[src/rtl/lsu_mem_ctrl.sv]
// RV32I load/store unit memory-side controller: request decode, byte-lane steering,
// load extraction and BUSY timeout. Macro LSU_MISALIGN_TRAP_EN traps misaligned accesses.
module lsu_mem_ctrl #(
    parameter int DATA_W  = 32,
    parameter int ADDR_W  = 32,
    parameter int TIMEOUT = 255
) (
    input  logic                clk,
    input  logic                rst,
    input  logic                req_valid,
    input  logic                req_we,
    input  logic [2:0]          req_funct3,
    input  logic [ADDR_W-1:0]   req_addr,
    input  logic [31:0]         req_wdata,
    output logic                req_ready,
    output logic                stall,
    output logic                done,
    output logic                load_valid,
    output logic [31:0]         load_data,
    output logic                err,
    output logic                mem_req,
    output logic                mem_we,
    output logic [ADDR_W-1:0]   mem_addr,
    output logic [DATA_W/8-1:0] mem_be,
    output logic [DATA_W-1:0]   mem_wdata,
    input  logic                mem_ack,
    input  logic [DATA_W-1:0]   mem_rdata
);

    localparam int NB    = DATA_W / 8;
    localparam int OFF_W = $clog2(NB);
    localparam int IDX_W = $clog2(DATA_W);
    localparam int CNT_W = $clog2(TIMEOUT + 1);

    localparam logic [1:0] SZ_B = 2'd0;
    localparam logic [1:0] SZ_H = 2'd1;

    typedef enum logic [1:0] {
        IDLE = 2'd0,
        BUSY = 2'd1,
        RESP = 2'd2
    } state_t;

    state_t state, state_nx;

    logic [1:0]       req_size;
    logic             legal_code;
    logic             req_fault;
    logic             accept;
    logic             expire;
    logic [OFF_W-1:0] off_mask;
    logic [OFF_W-1:0] req_off;
    logic [NB-1:0]    be_nx;
    logic [DATA_W-1:0] wdata_nx;

    logic             we_q;
    logic             uns_q;
    logic             fault_q;
    logic [1:0]       size_q;
    logic [OFF_W-1:0] off_q;
    logic [CNT_W-1:0] cnt;

    logic [IDX_W-1:0] lane_bit;
    logic [7:0]       rd_byte;
    logic [15:0]      rd_half;
    logic [31:0]      rd_word;
    logic [31:0]      load_ext;

    // Request decode: legality, natural-alignment offset, lane enables and replicated store data.
    always_comb begin
        req_size   = req_funct3[1:0];
        legal_code = (req_size != 2'b11) &&
                     (req_we ? !req_funct3[2] : (req_funct3 != 3'b110));

        case (req_size)
            SZ_H:    off_mask = ~OFF_W'(1);
            SZ_B:    off_mask = '1;
            default: off_mask = ~OFF_W'(3);
        endcase
        req_off = req_addr[OFF_W-1:0] & off_mask;

`ifdef LSU_MISALIGN_TRAP_EN
        req_fault = !legal_code || ((req_addr[OFF_W-1:0] & ~off_mask) != '0);
`else
        req_fault = !legal_code;
`endif

        case (req_size)
            SZ_B: begin
                be_nx    = NB'(1) << req_off;
                wdata_nx = {NB{req_wdata[7:0]}};
            end
            SZ_H: begin
                be_nx    = NB'(3) << req_off;
                wdata_nx = {(NB/2){req_wdata[15:0]}};
            end
            default: begin
                be_nx    = NB'(15) << req_off;
                wdata_nx = {(NB/4){req_wdata}};
            end
        endcase
    end

    assign accept = req_valid && (state == IDLE);
    assign expire = (cnt == CNT_W'(TIMEOUT - 1));

    // Load extraction from the lane captured at acceptance.
    always_comb begin
        lane_bit = {off_q, 3'b000};
        rd_byte  = mem_rdata[lane_bit +: 8];
        rd_half  = mem_rdata[lane_bit +: 16];
        rd_word  = mem_rdata[lane_bit +: 32];
        case (size_q)
            SZ_B:    load_ext = {{24{rd_byte[7] & ~uns_q}}, rd_byte};
            SZ_H:    load_ext = {{16{rd_half[15] & ~uns_q}}, rd_half};
            default: load_ext = rd_word;
        endcase
    end

    always_ff @(posedge clk or posedge rst) begin
        if (rst) begin
            state <= IDLE;
        end else begin
            state <= state_nx;
        end
    end

    // NOTE: every output and next-state value gets a default first so no path infers a latch.
    always_comb begin
        state_nx   = state;
        req_ready  = 1'b0;
        stall      = 1'b0;
        mem_req    = 1'b0;
        done       = 1'b0;
        err        = 1'b0;
        load_valid = 1'b0;
        case (state)
            IDLE: begin
                req_ready = 1'b1;
                stall     = req_valid;
                if (req_valid) begin
                    state_nx = req_fault ? RESP : BUSY;
                end
            end
            BUSY: begin
                stall   = 1'b1;
                mem_req = 1'b1;
                if (mem_ack || expire) begin
                    state_nx = RESP;
                end
            end
            RESP: begin
                done       = 1'b1;
                err        = fault_q;
                load_valid = !we_q && !fault_q;
                state_nx   = IDLE;
            end
            default: state_nx = IDLE;
        endcase
    end

    // NOTE: sequential state uses non-blocking assignments so every flop samples pre-edge values.
    always_ff @(posedge clk or posedge rst) begin
        if (rst) begin
            we_q      <= 1'b0;
            uns_q     <= 1'b0;
            fault_q   <= 1'b0;
            size_q    <= 2'b00;
            off_q     <= '0;
            cnt       <= '0;
            mem_we    <= 1'b0;
            mem_addr  <= '0;
            mem_be    <= '0;
            mem_wdata <= '0;
            load_data <= '0;
        end else begin
            case (state)
                IDLE: begin
                    if (accept) begin
                        we_q      <= req_we;
                        uns_q     <= req_funct3[2];
                        size_q    <= req_size;
                        off_q     <= req_off;
                        fault_q   <= req_fault;
                        cnt       <= '0;
                        load_data <= '0;
                        if (!req_fault) begin
                            mem_we    <= req_we;
                            mem_addr  <= {req_addr[ADDR_W-1:OFF_W], {OFF_W{1'b0}}};
                            mem_be    <= be_nx;
                            mem_wdata <= wdata_nx;
                        end
                    end
                end
                BUSY: begin
                    // An ack on the expiry cycle still completes the access cleanly.
                    if (mem_ack) begin
                        load_data <= we_q ? 32'h0 : load_ext;
                        mem_we    <= 1'b0;
                        mem_be    <= '0;
                    end else if (expire) begin
                        fault_q   <= 1'b1;
                        load_data <= '0;
                        mem_we    <= 1'b0;
                        mem_be    <= '0;
                    end else begin
                        cnt <= cnt + CNT_W'(1);
                    end
                end
                default: ;
            endcase
        end
    end

endmodule

[config.mk]
export PLATFORM = sky130hd
export DESIGN_NAME = lsu_mem_ctrl
export DESIGN_NICKNAME = d
export VERILOG_FILES = /design/src/rtl/lsu_mem_ctrl.sv
export SDC_FILE = /design/constraint.sdc
export NUM_CORES = 1
export LEC_CHECK = 0
export BUFFER_PORTS_ARGS = -buffer_cell sky130_fd_sc_hd__buf_2
export CAP_MARGIN = 20
export CORE_MARGIN = 8
export CORE_UTILIZATION = 44
export CTS_CLUSTER_DIAMETER = 40
export DETAILED_ROUTE_END_ITERATION = 8
export GPL_TIMING_DRIVEN = 1
export PLACE_DENSITY = 0.84
export SYNTH_ARGS = -nofsm -noshare
export SYNTH_HDL_FRONTEND = slang
export SYNTH_SLANG_ARGS = --single-unit
[constraint.sdc]
create_clock -name clk -period 3.7 [get_ports clk]
set_input_delay 0.555 -clock clk [delete_from_list [all_inputs] [get_ports clk]]
set_output_delay 0.555 -clock clk [all_outputs]
set_load 0.005 [all_outputs]
* Word level (Yosys, flattened, before mapping) *
Index checks and enable logic that the tools add are counted.

operators by class
  add/subtract/negate cells = 1
  equal/unequal tests = 15
  shifts and indexed selects = 6
  multiplexer cells = 38
  bitwise gates (word level) = 4
  reduce and logical (&&, ||, !) cells = 19

operators with widths
  kind                                                               number
  32-bit case mux with 2 select lines                                3
  32-bit two-way mux                                                 4
  32-bit by 6-bit indexed part select with 16-bit output             1
  32-bit by 6-bit indexed part select with 32-bit output             1
  32-bit by 6-bit indexed part select with 8-bit output              1
  8-bit two-way mux                                                  3
  4-bit two-way mux                                                  4
  2-bit != test, second input constant                               8
  4-bit case mux with 2 select lines                                 2
  8-bit case mux with 2 select lines                                 1
  1-bit two-way mux                                                  13
  4-bit AND reduction                                                3
  8-bit by 1-bit adder with 8-bit output, second input constant      1
  8-bit == test, second input constant                               1
  2-bit case mux with 2 select lines                                 2
  2-bit by 1-bit == test with 1-bit output, second input constant    3
  2-bit zero test                                                    3
  2-bit two-way mux                                                  3
  3-bit != test, second input constant                               2
  1-bit case mux with 2 select lines                                 3
  3-bit AND reduction                                                2
  1-bit zero test                                                    4
  2-bit AND reduction                                                2
  1-bit by 2-bit left shift with 4-bit output, first input constant  1
  9 further kinds                                                    12

storage, ports and cells
  flip-flop bits (word level) = 116
  output and inout port bits = 107

* Logic depth before layout (Yosys ltp) *
  depth after elaboration = 8
  depth in mapped cells = 7

* Worst setup path before layout *
No wires, ideal clock.

  path type = flip-flop to flip-flop
  start = reg cnt[0]
  end = reg load_data[16]
  setup time = 0.126 ns
  arrival = 1.633 ns
  required time = 3.574 ns
  slack = 1.941 ns
  stages on the path, launching flop included = 8
  clock period less this slack = 1.759 ns
  path through = dfrtp_1 inv_1 ha_1 nand3_1 o21bai_4 nand2_1 buf_2 a221o_1

on the way
  word-level cells in the longest chain between the ends = 3

ends and longest elaborated chain
  item                           RTL line  RTL
  start, declared                61        logic [CNT_W-1:0] cnt;
  start signal, assigned         207       cnt <= cnt + CNT_W'(1);
  8-bit == test                  105       assign expire = (cnt == CNT_W'(TIMEOUT - 1));
  3-bit != test (no line)        n/a
  3-bit AND reduction (no line)  n/a
  end signal, assigned           198       load_data <= we_q ? 32'h0 : load_ext;
  end, declared                  19        output logic [31:0] load_data,

Every way passes these cells.
A chain may end at the register's enable or synchronous reset.

* Worst setup path after layout *
  start = reg cnt[0]
  end = reg load_data[23]

Same word-level chain as after synthesis.

==> metrics.txt <==
# port buffers 208; kind of end point of the critical path flop; setup TNS 0 ns; CTS tree built; H-tree levels 4; Starting Density between 40% and 50%; Die ar. between 0.015 and 0.02 mm2; GRT Residual Overflow 0; TritonCTS Buffers 17; Core Area between 0.01 and 0.015 mm2; Max Clock Freq between 400 and 500 MHz; CP peak stage delay ~0.42 ns; Routed Antenna Nets 0; Peak VDD IR about 420 uV; post-CTS setup buffers 0; GR Util met2 between 30 and 40%; Final Setup Violations 0; share of cells above drive strength 1 34.4%; CTS Sinks between 100 and 150; Async SR Flop Fraction 100%; Yosys reg bits 116; DR pass1 iterations 4; crit-path leading delay family compound AO/OA/AOI/OAI gates; Area Overhead vs Synth 33.6%; Worst Skew around 0.0072 ns; total number of vias between 4000 and 5000; fin crit period between 2 and 2.5 ns; Data required, critical path 3.99 ns; Cell Chain, Critical Path inv_1 > ha_1 > nand3_1 > o21bai_4 > nand2_1 > buf_4 > a221o_1; Max-Cap Viols 0; CP max FO 18; RSZ-0062 raised after global routing no; clk slew on worst S/H paths roughly 0.05 ns; post-synthesis cell area roughly 0.0054 mm2; xor/xnor cell area share of the yosys netlist less than 1%; buffer and inverter count on the worst path 2; Cells after Synth approximately 550; starting DRC count in detailed routing approximately 310; GRT Overall Usage between 20% and 30%; Post-layout nets 855; Adder-Cell Fraction of Synth Area less than 1%; CTS Hold Buffers Added 0; hold slack final between 0.3 and 0.4 ns; first-pass GRT wire length around 26000 um; largest family of logic cells by synthesized area simple AND/OR/NAND/NOR gates; WL/cell about 18 um; Worst slew margin about two fifths; type of origin of the critical path flop; Post-Synth Simple-Gate Area roughly 17%; Worst Tran Pin Value 0.891 ns; Tot Pwr about 5.2 mW; Hold Vio Cnt, Final 0; period utilization between 60 and 70%; detailed-route wire length ~16000 um; Root Buffer clkbuf_16; # resized after CTS 0; Detailed Place HPWL between 10000 and 15000 um; die height 127 um; status finished clean; crit path kind flop to flop; worst hold path type input port to flop; met1 Track Usage GR between 20% and 30%; Syn Area/Cell between 9 and 10 um2; mux contribution to synthesized area between 10% and 20%; LEAKAGE ~3.8 nW; Worst-Skew Late Latency roughly 0.4 ns; Row Count 40; ANT cells 0; YS warnings 0; final core utilization between 60% and 70%; pin count of the biggest net entering global routing roughly 70; die width 127 um; Top Ports ~210; Final GP Congestion between 0.7 and 0.8; Compound-Gate Fraction of Synth Area ~15%; Synth Flop Type dfrtp_1; Vias/cell 5.33; crit path max-delay cell type dfrtp_1; grt met3 use 8.38%; GRT busiest layer met2; antenna violations before repair 0; Pwr per Cell Area a little over 700 mW/mm2; CP Data Arrival Time between 2 and 3 ns; Yosys cell types between 40 and 50; Slew Limit Fails 0; DRC 0; vias in the first global route between 5000 and 6000; CTS Buffer Depth 2; Post-synth EDFFs 0; post-synthesis sequential area ratio 53.7%
==> worst paths after layout <==
path                               from       endpoint  slack [ns]  cells past startpoint
hold reg to reg            mem_addr[14]   mem_addr[14]        0.47                      2
min in group asynchronous           rst   mem_wdata[7]        0.34                      2
max in group asynchronous           rst  mem_wdata[27]        2.59                      3
setup reg to reg                 cnt[0]  load_data[23]        1.31                      7
setup / recovery                 cnt[0]  load_data[23]        1.31                      7
hold / removal             req_addr[14]   mem_addr[14]        0.33                      3
==> through the flow <==
| stage | cells | setup slack [ns] | cell area (um2) |
|---|---|---|---|
| finish | 909 | 1.31 | 7220 |
| global route | 909 | 1.10 | 7220 |
| floorplan | 552 | 0.0726 | 5410 |
| detailed placement | 877 | 1.18 | 6560 |
| global placement | 877 | 1.24 | 6560 |
| CTS | 909 | 1.30 | 7220 |
==> power by group <==
group | switching [mW] | internal (mW)
logic | 0.788 | 0.644
clock network | 0.578 | 1.27
registers | 0.251 | 1.69
total | 1.62 | 3.60
==> area by class of cell <==
type,instances,area (um2)
fillers,1016,4790
clock inverters,8,170
repair buffers,215,1120
multi-input cells,394,2340
clock buffers,24,492
inverters,5,21.3
well taps,147,184
flip-flops and latches,116,2900
==> cell families (layout without fill, tap and decap cells) <==
logic type / count (synthesis) / after routing
AOI/OAI and AO/OA: 117 / 117
muxes: 52 / 52
buffers and inverters: 42 / 252
and+or+nand+nor: 219 / 219
other: 1 / 2
adders and majority gates: 2 / 2
xor gates and xnor gates: 2 / 2
DFF: 116 / 116
==> tightest hold or removal path, cell delays in order <==
cell and delay (ns):
buf_2 0.07, nand2_1 0.04, nand2_1 0.04
==> Yosys cell counts (2+ instances only) <==
library cell  count  area (um2)
a32o_1            4        40.0
nor2_1           27         101
o31ai_1           3        22.5
nand3b_1          9        67.6
a221o_1          17         170
mux2_2            8        90.1
a21oi_1          28         140
nand2_1         159         597
mux2i_1          43         430
clkbuf_1         24        90.1
o21ai_0          38         190
dfrtp_1         116        2900
inv_1             5        18.8
or3_1             2        12.5
o2bb2ai_1        15         131
buf_2            10        50.1
nand3_1           7        35.0
nor3b_1           2        15.0
a22o_1            2        17.5
o21a_1            2        15.0
ha_1              2        25.0
buf_4             2        15.0
==> registers in the layout, summed over array words and instances (netlist names) <==
name / count
cnt: 8
fault_q: 1
load_data: 32
mem_addr: 30
mem_be: 4
mem_wdata: 32
mem_we: 1
off_q: 2
size_q: 2
state: 2
uns_q: 1
we_q: 1
==> layer usage <==
metal  wire length [um]  share of wire [%]
met4                405                2.5
met5                  0                  0
met2               7850                 48
met1               6530                 40
met3               1440                8.9
==> layout by cell type, fill, tap and decap left out, drive strengths merged, types with 3 or more instances in the layout <==
| cell | instances |
|---|---|
| a21oi | 28 |
| a221o | 17 |
| a32o | 4 |
| buf | 215 |
| bufinv | 5 |
| clkbuf | 24 |
| dfrtp | 116 |
| inv | 5 |
| mux2 | 8 |
| mux2i | 43 |
| nand2 | 159 |
| nand3 | 7 |
| nand3b | 9 |
| nor2 | 28 |
| nor3b | 3 |
| o21ai | 38 |
| o2bb2ai | 15 |
| o31ai | 3 |
No activity file was read; power rests on OpenSTA's default activity.
